### config.mk
export PLATFORM = sky130hd
export DESIGN_NAME = sandbox_router
export DESIGN_NICKNAME = d
export VERILOG_FILES = /design/src/rtl/sandbox_pkg.sv /design/src/rtl/sandbox_rr_arbiter.sv /design/src/rtl/sandbox_router.sv
export SDC_FILE = /design/constraint.sdc
export NUM_CORES = 1
export LEC_CHECK = 0
export CAP_MARGIN = 0
export CORE_MARGIN = 8
export CORE_UTILIZATION = 30
export CTS_CLUSTER_SIZE = 25
export DETAILED_ROUTE_END_ITERATION = 6
export PLACE_DENSITY_LB_ADDON = 0.2
export SETUP_SLACK_MARGIN = 0.02
export SLEW_MARGIN = 20
export SYNTH_ARGS = -nofsm -noshare
export SYNTH_HDL_FRONTEND = slang
export SYNTH_SLANG_ARGS = --single-unit
### constraint.sdc
create_clock -name masterClock -period 3.9 [get_ports masterClock]
set_clock_uncertainty 0.15 [all_clocks]
set_input_delay 0.78 -clock masterClock [delete_from_list [all_inputs] [get_ports masterClock]]
set_output_delay 0.78 -clock masterClock [all_outputs]
set_load 0.02 [all_outputs]
### src/rtl/sandbox_pkg.sv
// Shared definitions for the sandbox host-command router: FSM state
// encodings, error codes and control-byte field helpers.
package sandbox_pkg;

  typedef enum logic {
    RX_IDLE = 1'b0,
    RX_WAIT = 1'b1
  } rx_state_e;

  typedef enum logic [1:0] {
    TX_IDLE  = 2'd0,
    TX_START = 2'd1,
    TX_BUSY  = 2'd2
  } tx_state_e;

  localparam logic [3:0] ERR_BAD_CH  = 4'hE;
  localparam logic [3:0] ERR_TIMEOUT = 4'hF;

  localparam int CTRL_CH_LSB  = 4;
  localparam int CTRL_OP_LSB  = 0;
  localparam int CTRL_FIELD_W = 4;

  function automatic logic [3:0] ctrl_channel(input logic [7:0] ctrl);
    return ctrl[CTRL_CH_LSB +: CTRL_FIELD_W];
  endfunction

  function automatic logic [3:0] ctrl_opcode(input logic [7:0] ctrl);
    return ctrl[CTRL_OP_LSB +: CTRL_FIELD_W];
  endfunction

endpackage

### src/rtl/sandbox_rr_arbiter.sv
// Combinational round-robin search: returns the first requesting channel
// at or after the pointer, wrapping around. The pointer lives in the router.
module sandbox_rr_arbiter #(
  parameter int NUM_CH = 4,
  parameter int PW     = (NUM_CH > 1) ? $clog2(NUM_CH) : 1
) (
  input  logic [NUM_CH-1:0] req,
  input  logic [PW-1:0]     ptr,
  output logic [NUM_CH-1:0] grant,
  output logic              valid
);

  // Scan channels starting at ptr and grant the first requester found
  always_comb begin : search
    int cand;
    cand  = 0;
    grant = '0;
    valid = 1'b0;
    for (int off = 0; off < NUM_CH; off++) begin
      cand = int'(ptr) + off;
      if (cand >= NUM_CH) cand = cand - NUM_CH;
      if (!valid && cand < NUM_CH && req[cand]) begin
        grant[cand] = 1'b1;
        valid       = 1'b1;
      end
    end
  end

endmodule

### src/rtl/sandbox_router.sv
// Multi-channel host-command router between the UART I/O block and up to
// 16 sandbox DUT channels. Commands are decoded and strobed to one channel;
// channel responses are arbitrated round-robin into the UART transmitter.
// Optional response watchdog: define SANDBOX_ROUTER_WATCHDOG_EN.
module sandbox_router
  import sandbox_pkg::*;
#(
  parameter int NUM_CH         = 4,
  parameter int WIDTH          = 4,
  parameter int TIMEOUT_CYCLES = 12000000
) (
  input  logic                       masterClock,
  input  logic                       reset,
  input  logic                       dataReceived,
  input  logic [7:0]                 control,
  input  logic [WIDTH*8-1:0]         inputData,
  input  logic                       transmitting,
  output logic                       clearDR,
  output logic                       transmit,
  output logic [7:0]                 status,
  output logic [WIDTH*8-1:0]         outputData,
  output logic [NUM_CH-1:0]          chValid,
  output logic [3:0]                 chControl,
  output logic [WIDTH*8-1:0]         chData,
  input  logic [NUM_CH-1:0]          chTxReq,
  input  logic [NUM_CH*4-1:0]        chStatus,
  input  logic [NUM_CH*WIDTH*8-1:0]  chTxData,
  output logic [NUM_CH-1:0]          chTxAck
);

  localparam int DW = WIDTH * 8;
  localparam int PW = (NUM_CH > 1) ? $clog2(NUM_CH) : 1;

  rx_state_e         rx_state_q, rx_state_d;
  logic [3:0]        ch_control_q, ch_control_d;
  logic [DW-1:0]     ch_data_q, ch_data_d;
  logic              clear_dr_q, clear_dr_d;
  logic [NUM_CH-1:0] ch_valid_q, ch_valid_d;

  tx_state_e         tx_state_q, tx_state_d;
  logic [PW-1:0]     ptr_q, ptr_d;
  logic [7:0]        status_q, status_d;
  logic [DW-1:0]     output_data_q, output_data_d;
  logic              transmit_q, transmit_d;
  logic [NUM_CH-1:0] ch_tx_ack_q, ch_tx_ack_d;

  logic              err_pending_q, err_pending_d;
  logic [3:0]        err_ch_q, err_ch_d;
  logic [3:0]        err_code_q, err_code_d;

  logic [3:0]        rx_ch;
  logic              rx_err_set;
  logic              rx_dispatch;
  logic              tx_err_take;
  logic              wd_err_set;
  logic [3:0]        wd_err_ch;

  logic [NUM_CH-1:0] arb_grant;
  logic              arb_valid;
  logic [3:0]        grant_idx;
  logic [3:0]        sel_status;
  logic [DW-1:0]     sel_data;

  sandbox_rr_arbiter #(
    .NUM_CH (NUM_CH),
    .PW     (PW)
  ) u_arbiter (
    .req   (chTxReq),
    .ptr   (ptr_q),
    .grant (arb_grant),
    .valid (arb_valid)
  );

  assign rx_ch = ctrl_channel(control);

  // RX path: latch a received word, strobe its channel once, then wait for the UART to drop dataReceived
  always_comb begin
    rx_state_d   = rx_state_q;
    ch_control_d = ch_control_q;
    ch_data_d    = ch_data_q;
    clear_dr_d   = 1'b0;
    ch_valid_d   = '0;
    rx_err_set   = 1'b0;
    rx_dispatch  = 1'b0;
    case (rx_state_q)
      RX_IDLE: begin
        if (dataReceived) begin
          ch_control_d = ctrl_opcode(control);
          ch_data_d    = inputData;
          clear_dr_d   = 1'b1;
          if (int'(rx_ch) < NUM_CH) begin
            ch_valid_d  = NUM_CH'(1) << rx_ch;
            rx_dispatch = 1'b1;
          end else begin
            rx_err_set = 1'b1;
          end
          rx_state_d = RX_WAIT;
        end
      end
      RX_WAIT: begin
        if (!dataReceived) rx_state_d = RX_IDLE;
      end
      default: rx_state_d = RX_IDLE;
    endcase
  end

  // Convert the one-hot grant into an index and pick that channel's status and data
  always_comb begin
    grant_idx  = '0;
    sel_status = '0;
    sel_data   = '0;
    for (int i = 0; i < NUM_CH; i++) begin
      if (arb_grant[i]) begin
        grant_idx  = 4'(i);
        sel_status = chStatus[4*i +: 4];
        sel_data   = chTxData[DW*i +: DW];
      end
    end
  end

  // TX path: pending error beats channel requests; one response per UART transmission
  always_comb begin
    tx_state_d    = tx_state_q;
    ptr_d         = ptr_q;
    status_d      = status_q;
    output_data_d = output_data_q;
    transmit_d    = 1'b0;
    ch_tx_ack_d   = '0;
    tx_err_take   = 1'b0;
    case (tx_state_q)
      TX_IDLE: begin
        if (!transmitting) begin
          if (err_pending_q) begin
            status_d      = {err_ch_q, err_code_q};
            output_data_d = '0;
            transmit_d    = 1'b1;
            tx_err_take   = 1'b1;
            tx_state_d    = TX_START;
          end else if (arb_valid) begin
            status_d      = {grant_idx, sel_status};
            output_data_d = sel_data;
            ch_tx_ack_d   = arb_grant;
            transmit_d    = 1'b1;
            ptr_d         = (int'(grant_idx) >= NUM_CH - 1) ? '0 : PW'(int'(grant_idx) + 1);
            tx_state_d    = TX_START;
          end
        end
      end
      TX_START: begin
        if (transmitting) tx_state_d = TX_BUSY;
      end
      TX_BUSY: begin
        if (!transmitting) tx_state_d = TX_IDLE;
      end
      default: tx_state_d = TX_IDLE;
    endcase
  end

`ifdef SANDBOX_ROUTER_WATCHDOG_EN
  localparam int WD_W = (TIMEOUT_CYCLES > 1) ? $clog2(TIMEOUT_CYCLES) : 1;

  logic            wd_active_q, wd_active_d;
  logic [3:0]      wd_ch_q, wd_ch_d;
  logic [WD_W-1:0] wd_cnt_q, wd_cnt_d;
  logic            wd_acked;

  // Watchdog: time the last dispatched channel until it is acknowledged or the limit is hit
  always_comb begin
    wd_active_d = wd_active_q;
    wd_ch_d     = wd_ch_q;
    wd_cnt_d    = wd_cnt_q;
    wd_err_set  = 1'b0;
    wd_acked    = 1'b0;
    for (int i = 0; i < NUM_CH; i++) begin
      if (ch_tx_ack_q[i] && int'(wd_ch_q) == i) wd_acked = 1'b1;
    end
    if (wd_active_q) begin
      if (wd_acked) begin
        wd_active_d = 1'b0;
        wd_cnt_d    = '0;
      end else if (wd_cnt_q == WD_W'(TIMEOUT_CYCLES - 1)) begin
        wd_err_set  = 1'b1;
        wd_active_d = 1'b0;
      end else begin
        wd_cnt_d = wd_cnt_q + 1'b1;
      end
    end
    if (rx_dispatch) begin
      wd_active_d = 1'b1;
      wd_ch_d     = rx_ch;
      wd_cnt_d    = '0;
    end
  end

  assign wd_err_ch = wd_ch_q;

  // Watchdog tracker registers
  always_ff @(posedge masterClock or negedge reset) begin
    if (!reset) begin
      wd_active_q <= 1'b0;
      wd_ch_q     <= '0;
      wd_cnt_q    <= '0;
    end else begin
      wd_active_q <= wd_active_d;
      wd_ch_q     <= wd_ch_d;
      wd_cnt_q    <= wd_cnt_d;
    end
  end
`else
  assign wd_err_set = 1'b0;
  assign wd_err_ch  = '0;
`endif

  // Single-entry error slot: a newer error overwrites an older unsent one
  always_comb begin
    err_pending_d = err_pending_q;
    err_ch_d      = err_ch_q;
    err_code_d    = err_code_q;
    if (tx_err_take) err_pending_d = 1'b0;
    if (wd_err_set) begin
      err_pending_d = 1'b1;
      err_ch_d      = wd_err_ch;
      err_code_d    = ERR_TIMEOUT;
    end
    if (rx_err_set) begin
      err_pending_d = 1'b1;
      err_ch_d      = rx_ch;
      err_code_d    = ERR_BAD_CH;
    end
  end

  // State and output registers for both paths
  always_ff @(posedge masterClock or negedge reset) begin
    if (!reset) begin
      rx_state_q    <= RX_IDLE;
      ch_control_q  <= '0;
      ch_data_q     <= '0;
      clear_dr_q    <= 1'b0;
      ch_valid_q    <= '0;
      tx_state_q    <= TX_IDLE;
      ptr_q         <= '0;
      status_q      <= '0;
      output_data_q <= '0;
      transmit_q    <= 1'b0;
      ch_tx_ack_q   <= '0;
      err_pending_q <= 1'b0;
      err_ch_q      <= '0;
      err_code_q    <= '0;
    end else begin
      rx_state_q    <= rx_state_d;
      ch_control_q  <= ch_control_d;
      ch_data_q     <= ch_data_d;
      clear_dr_q    <= clear_dr_d;
      ch_valid_q    <= ch_valid_d;
      tx_state_q    <= tx_state_d;
      ptr_q         <= ptr_d;
      status_q      <= status_d;
      output_data_q <= output_data_d;
      transmit_q    <= transmit_d;
      ch_tx_ack_q   <= ch_tx_ack_d;
      err_pending_q <= err_pending_d;
      err_ch_q      <= err_ch_d;
      err_code_q    <= err_code_d;
    end
  end

  assign clearDR    = clear_dr_q;
  assign transmit   = transmit_q;
  assign status     = status_q;
  assign outputData = output_data_q;
  assign chValid    = ch_valid_q;
  assign chControl  = ch_control_q;
  assign chData     = ch_data_q;
  assign chTxAck    = ch_tx_ack_q;

endmodule

==> run_results.csv, run 1 <==
group,metric,value,unit
global_routing,grtUsageTotal,0.193,
setup_path,critPathRequiredTime,4.02,ns
logic_synthesis,synth-seq-area-share,0.508,
logic_synthesis,synth-seq-cells,97,
routing,via_count,5001,
flow_run,maxCapViolCount,0,
global_routing,antenna_found_initial,0,
routing,detail_route.vias_per_cell,5.10,
sta,fin_crit,3.38,ns
routing,drc,0,
logic_synthesis,synth.cells.most_frequent,"nand2_1 (124), dfrtp_1 (97), a21oi_1 (38), a22oi_1 (34), o221ai_1 (33)",
sta,slew_headroom,0.556,
logic_synthesis,synthTopCellsByArea,"dfrtp_1 (51%), nand2_1 (9.7%), o221ai_1 (6.0%), a22oi_1 (5.3%), a21oi_1 (4.0%)",
sta,fin_crit_sh,0.867,
setup_path,reg2reg_from,"ptr_q[1]",
placed_design,portBuffers,277,
global_routing,grt_pass1_wl,30300,um
sta,final-max-slew-violation-count,0,
cts,cts_resized,0,
logic_synthesis,syn_area_per_cell,9.71,um^2
logic_synthesis,synthFlopType,"dfrtp_1",
layout,drive_gt1_frac,0.0667,
setup_path,reg2reg_slack,0.52,ns
hold_path,hold_path.class,"input pin to async pin",
setup_path,worst_ep_arrival_time,3.50,ns
logic_synthesis,synth_cell_type_count,50,
setup_path,cp_top_family,"compound AO/OA/AOI/OAI gates",
routing,antenna_left,0,
setup_path,path_class,"register to register",
sta,fmax,296,MHz
logic_synthesis,synth.most_common_cell,"nand2_1",
die,core,0.0157,mm^2
sta,finalSetupViolations,0,
power,vdd_ir_drop_max,353,uV
layout,num-fill-cells,1433,
setup_path,crit_path_start_kind,"register",
die,dieArea,0.0202,mm^2
power,power.density,639,mW/mm^2
global_routing,grt_pass1_vias,5384,
cts,hold_buffers,0,
cts,post-cts-setup-buffers,0,
setup_path,end_kind,"register",
routing,dr.first_iter.drc_count,218,
layout,syn_to_final_growth,69.4,%
routing,wire_per_inst,20.3,um
die,fp.dieH,142,um
run_status,status,"completed",
routing,drtPass1Iterations,5,
sta,tightest_slew,0.666,ns
cts,clockBufferDepth,2,
cts,clock-sinks,97,
global_routing,gr-total-overflow,0,
cts,cts_made_buffers,9,
placed_design,place_congestion,0.836,
sta,fin_tns_setup,0,ns
sta,grt_setup_unrepaired,"no",
logic_synthesis,syn-num-nets,690,
routing,drt_wl_total,19900,um
setup_path,r2r-end,"outputData[11]",
layout,antenna_cells,0,
setup_path,critPathMaxStageDelay,0.55,ns
power,p_leak,3.36,nW
die,core.rowCount,46,
setup_path,slowest_stage,"dfrtp_1",
cts,cts_root_buf,"clkbuf_16",
die,top_level_ports,278,
sta,hold_violations,0,
cts,clk_pin_slew,0.07,ns
die,start_util,0.304,
global_routing,grt_max_degree,51,
cts,worstSkewPairLatency,0.35,ns
logic_synthesis,syn-cell-area,0.00478,mm^2
placed_design,dpl.hpwl,15100,um
die,die_w,142,um
setup_path,cp_max_fo,29,
setup_path,rr_worst_depth,9,
setup_path,crit_chain,"inv_1 > ha_1 > or3b_1 > a2111o_1 > a21bo_2 > o211ai_4 > buf_4 > o221ai_1 > o21ai_0",
logic_synthesis,synthCells,492,
sta,final.hold.worst_slack,0.296,ns
cts,cts_tree,"done",
setup_path,path_buf_inv,2,
logic_synthesis,async_flop_share,1.00,
logic_synthesis,synth.yosys.warnings,0,
logic_synthesis,synth.largest_area_cell,"dfrtp_1",
layout,nets,958,
logic_synthesis,synth_top_cell_area_share,0.508,
logic_synthesis,synth_edf_count,0,
cts,htree_levels,3,
worst reg2reg max path, delay by kind of cell (launching register included):
family                     cells  cell delay [ns]
AOI/OAI and AO/OA              5             1.24
adders and majority gates      1             0.42
buffers and inverters          2             0.53
DFF                            1             0.55
and+or+nand+nor                1             0.41
metal layers:
metal | share of wire | global-route usage | up-vias
met2 | 0.48 | 0.319 | 245
met1 | 0.39 | 0.221 | 2400
met5 | 0 | 0 | -
met3 | 0.11 | 0.0792 | 33
met4 | 0.023 | 0.0707 | 0
li1 | - | - | 2323
registers in the layout (all words and copies together) (netlist names), 2 cells and up:
register / flops
chControl: 4
tx_state_q: 2
outputData: 32
status: 8
chData: 32
err_ch_q: 4
ptr_q: 2
chValid: 4
chTxAck: 4
report_power, final:
part	internal (mW)	switching, mW	total (mW)
clock network	0.453	0.438	0.891
logic	1.21	1.65	2.86
registers	1.26	0.167	1.43
worst max-delay path by stage:
stage | start | endpoint | slack, ns | cells past startpoint
after floorplan | ptr_q[0] | status[3] | 0.79 | 12
after global placement | chTxReq[2] | outputData[11] | 0.32 | 8
after detailed placement | chTxReq[1] | status[0] | 0.24 | 8
after CTS | ptr_q[1] | status[0] | 0.52 | 9
after global routing | ptr_q[1] | outputData[11] | 0.31 | 9
final | ptr_q[1] | outputData[11] | 0.52 | 9
layout by cell type, fill, tap and decap left out, types with 3 or more instances in the layout:
| cell | synthesis | routed |
|---|---|---|
| a211o_1 | 3 | 3 |
| a21oi_1 | 38 | 38 |
| a22oi_1 | 34 | 34 |
| a31oi_1 | 3 | 3 |
| a32o_1 | 5 | 5 |
| and3_1 | 3 | 3 |
| buf_4 | 6 | 14 |
| clkbuf_16 | 0 | 9 |
| clkdlybuf4s50_1 | 0 | 276 |
| dfrtp_1 | 97 | 97 |
| ha_1 | 6 | 6 |
| inv_1 | 6 | 6 |
| mux2_2 | 3 | 3 |
| mux2i_1 | 4 | 4 |
| nand2_1 | 124 | 124 |
| nand2b_1 | 3 | 3 |
| nand3_1 | 3 | 3 |
| nand3b_1 | 4 | 4 |
| nor2_1 | 11 | 11 |
| nor2b_1 | 5 | 4 |
| nor3_1 | 5 | 5 |
| o21ai_0 | 8 | 8 |
| o21ai_1 | 30 | 29 |
| o221ai_1 | 33 | 33 |
| o22ai_1 | 3 | 3 |
kinds of logic (layout without fill, tap and decap cells):
| group | Yosys count | after routing | synth area share |
|---|---|---|---|
| AO/OA/AOI/OAI | 167 | 167 | 0.241 |
| flip-flops | 97 | 97 | 0.508 |
| multiplexers | 10 | 10 | 0.0304 |
| buffers and inverters | 42 | 315 | 0.0471 |
| XOR/XNOR | 1 | 1 | 0.00183 |
| AND/OR/NAND/NOR | 169 | 169 | 0.156 |
| adder cells (fa/ha/maj) | 6 | 6 | 0.0157 |
cell type report:
class / count / area [um^2] / share of cell area
clock inverters: 7 / 72.6 / 0.00896
repair buffers: 292 / 2910 / 0.359
multi-input cells: 353 / 2170 / 0.268
well taps: 216 / 270 / 0.0334
flip-flops and latches: 97 / 2430 / 0.300
clock buffers: 9 / 225 / 0.0278
inverters: 7 / 26.3 / 0.00324
per-stage QoR:
| step | worst slack, ns | cells | total power, mW | cell area, um^2 | util |
|---|---|---|---|---|---|
| floorplan | 0.792 | 492 | 3.15 | 4780 | - |
| global placement | 0.325 | 965 | 4.25 | 7800 | 0.496 |
| detailed placement | 0.238 | 965 | 4.32 | 7800 | 0.496 |
| CTS | 0.517 | 981 | 5.24 | 8100 | 0.515 |
| global route | 0.311 | 981 | 5.50 | 8100 | 0.515 |
| finish | 0.520 | 981 | 5.18 | 8100 | 0.515 |
No activity file was read; power rests on OpenSTA's default activity.
==> run 2: changes to the inputs <==
Clock period 3.9 ns to 3.8 ns, I/O delays scaled along.
==> run 2 against run 1 <==
Against the previous run:
- sequential power about the same
- utilization down 0.10 points
- combinational power hardly changed
- die area is the same
- flip-flop and latch count unchanged
- total power grew 1.7%
- sequential share of layout area is 0.060 points higher
- final cell count unchanged
- first-iteration DRC count rose by 33%
- routed wire length is 2.7% lower
==> run_results.csv, run 2 (synthesis gave the netlist of run 1 again) <==
group,metric,value,unit
routing,dr.first_iter.drc_count,289,
cts,cts_resized,0,
placed_design,portBuffers,277,
setup_path,critPathRequiredTime,3.93,ns
global_routing,grt_pass1_vias,5312,
layout,drive_gt1_frac,0.0667,
placed_design,dpl.cell_count,965,
die,core.rowCount,46,
sta,final-max-slew-violation-count,0,
die,start_util,0.304,
global_routing,gr-total-overflow,0,
layout,instances_no_fill,981,
flow_run,maxCapViolCount,0,
layout,final_util,0.514,
run_status,status,"completed",
die,core,0.0157,mm^2
layout,syn_to_final_growth,69.1,%
placed_design,placed_cell_area,0.00779,mm^2
sta,fin_crit,3.47,ns
die,top_level_ports,278,
power,p_leak,3.35,nW
routing,drc,0,
sta,hold_violations,0,
die,dieArea,0.0202,mm^2
cts,worstSkewPairLatency,0.35,ns
sta,tightest_slew,0.811,ns
routing,drt_wl_total,19400,um
layout,nets,958,
hold_path,hold_path.class,"input pin to async pin",
setup_path,slowest_stage,"mux4_2",
setup_path,worst_ep_arrival_time,3.60,ns
setup_path,critPathMaxStageDelay,0.62,ns
cts,clockBufferDepth,2,
sta,final.hold.worst_slack,0.329,ns
global_routing,antenna_found_initial,0,
layout,stdcell_area,0.00808,mm^2
cts,clock-sinks,97,
routing,via_count,4948,
sta,fin_crit_sh,0.913,
die,die_w,142,um
routing,wire_per_inst,19.7,um
placed_design,place_ws,0.183,ns
global_routing,grt_pass1_wl,29600,um
setup_path,crit_chain,"inv_1 > ha_1 > mux4_2 > a21oi_1 > a22o_1 > and2_4 > nand2_8 > nor4b_2 > a211o_1",
layout,antenna_cells,0,
cts,clk_pin_slew,0.07,ns
layout,mostFrequentLayoutCells,"clkdlybuf4s50_1 (276), nand2_1 (124), dfrtp_1 (97), a21oi_1 (38), a22oi_1 (34)",
layout,final_common_cell,"clkdlybuf4s50_1",
routing,antenna_left,0,
global_routing,grtUsageTotal,0.187,
sta,setup_ws,0.329,ns
placed_design,place_congestion,0.834,
setup_path,crit_path_start_kind,"register",
global_routing,grt_max_degree,62,
sta,grt_setup_unrepaired,"no",
setup_path,cp_max_fo,14,
cts,htree_levels,3,
cts,hold_buffers,0,
power,vdd_ir_drop_max,392,uV
cts,post-cts-setup-buffers,0,
sta,fmax,288,MHz
cts,cts_tree,"done",
cts,cts_root_buf,"clkbuf_16",
setup_path,end_kind,"register",
sta,fin_tns_setup,0,ns
routing,drtPass1Iterations,5,
power,power.density,651,mW/mm^2
die,fp.dieH,142,um
sta,finalSetupViolations,0,
setup_path,path_class,"register to register",
power,power,5.26,mW
routing,detail_route.vias_per_cell,5.04,
placed_design,dpl.hpwl,14600,um
sta,slew_headroom,0.459,
cts,cts_made_buffers,9,
==> run 2: where the power goes <==
group / internal [mW] / switching [mW] / total [mW] / leakage, nW
Clock: 0.477 / 0.441 / 0.918 / 0.140
Combinational: 1.21 / 1.67 / 2.88 / 1.98
Sequential: 1.29 / 0.170 / 1.46 / 1.23
==> run 2: final timing paths <==
| kind | from | slack [ns] | cells past startpoint | to |
|---|---|---|---|---|
| max | ptr_q[1] | 0.33 | 9 | status[1] |
| min | reset | 0.33 | 1 | outputData[11] |
| max reg2reg | ptr_q[1] | 0.33 | 9 | status[1] |
| min reg2reg | chControl[3] | 0.33 | 2 | chControl[3] |
| max in group asynchronous | reset | 2.33 | 2 | outputData[24] |
| min in group masterClock | chControl[3] | 0.33 | 2 | chControl[3] |
==> run 2: final cells by class <==
class                           count  area, um^2
Clock buffer                       10         239
Clock inverter                      6        55.1
Fill cell                        1423        7630
Inverter                            7        26.3
Multi-Input combinational cell    353        2170
Sequential cell                    97        2430
Tap cell                          216         270
Timing Repair Buffer              292        2900
==> run 2: worst max-delay path: cells and delay by family (launching register included) <==
family                     cells  cell delay, ns
and+or+nand+nor                3            0.84
AOI/OAI and AO/OA              3            0.64
muxes                          1            0.62
DFF                            1            0.55
adders and majority gates      1            0.47
buffers and inverters          1            0.14
==> run 2: layer usage <==
layer | GRT usage | share of wire | up-vias
li1 | - | - | 2320
met4 | 0.0537 | 0.017 | 0
met5 | 0 | 0 | -
met1 | 0.209 | 0.38 | 2359
met3 | 0.0892 | 0.13 | 24
met2 | 0.310 | 0.48 | 245
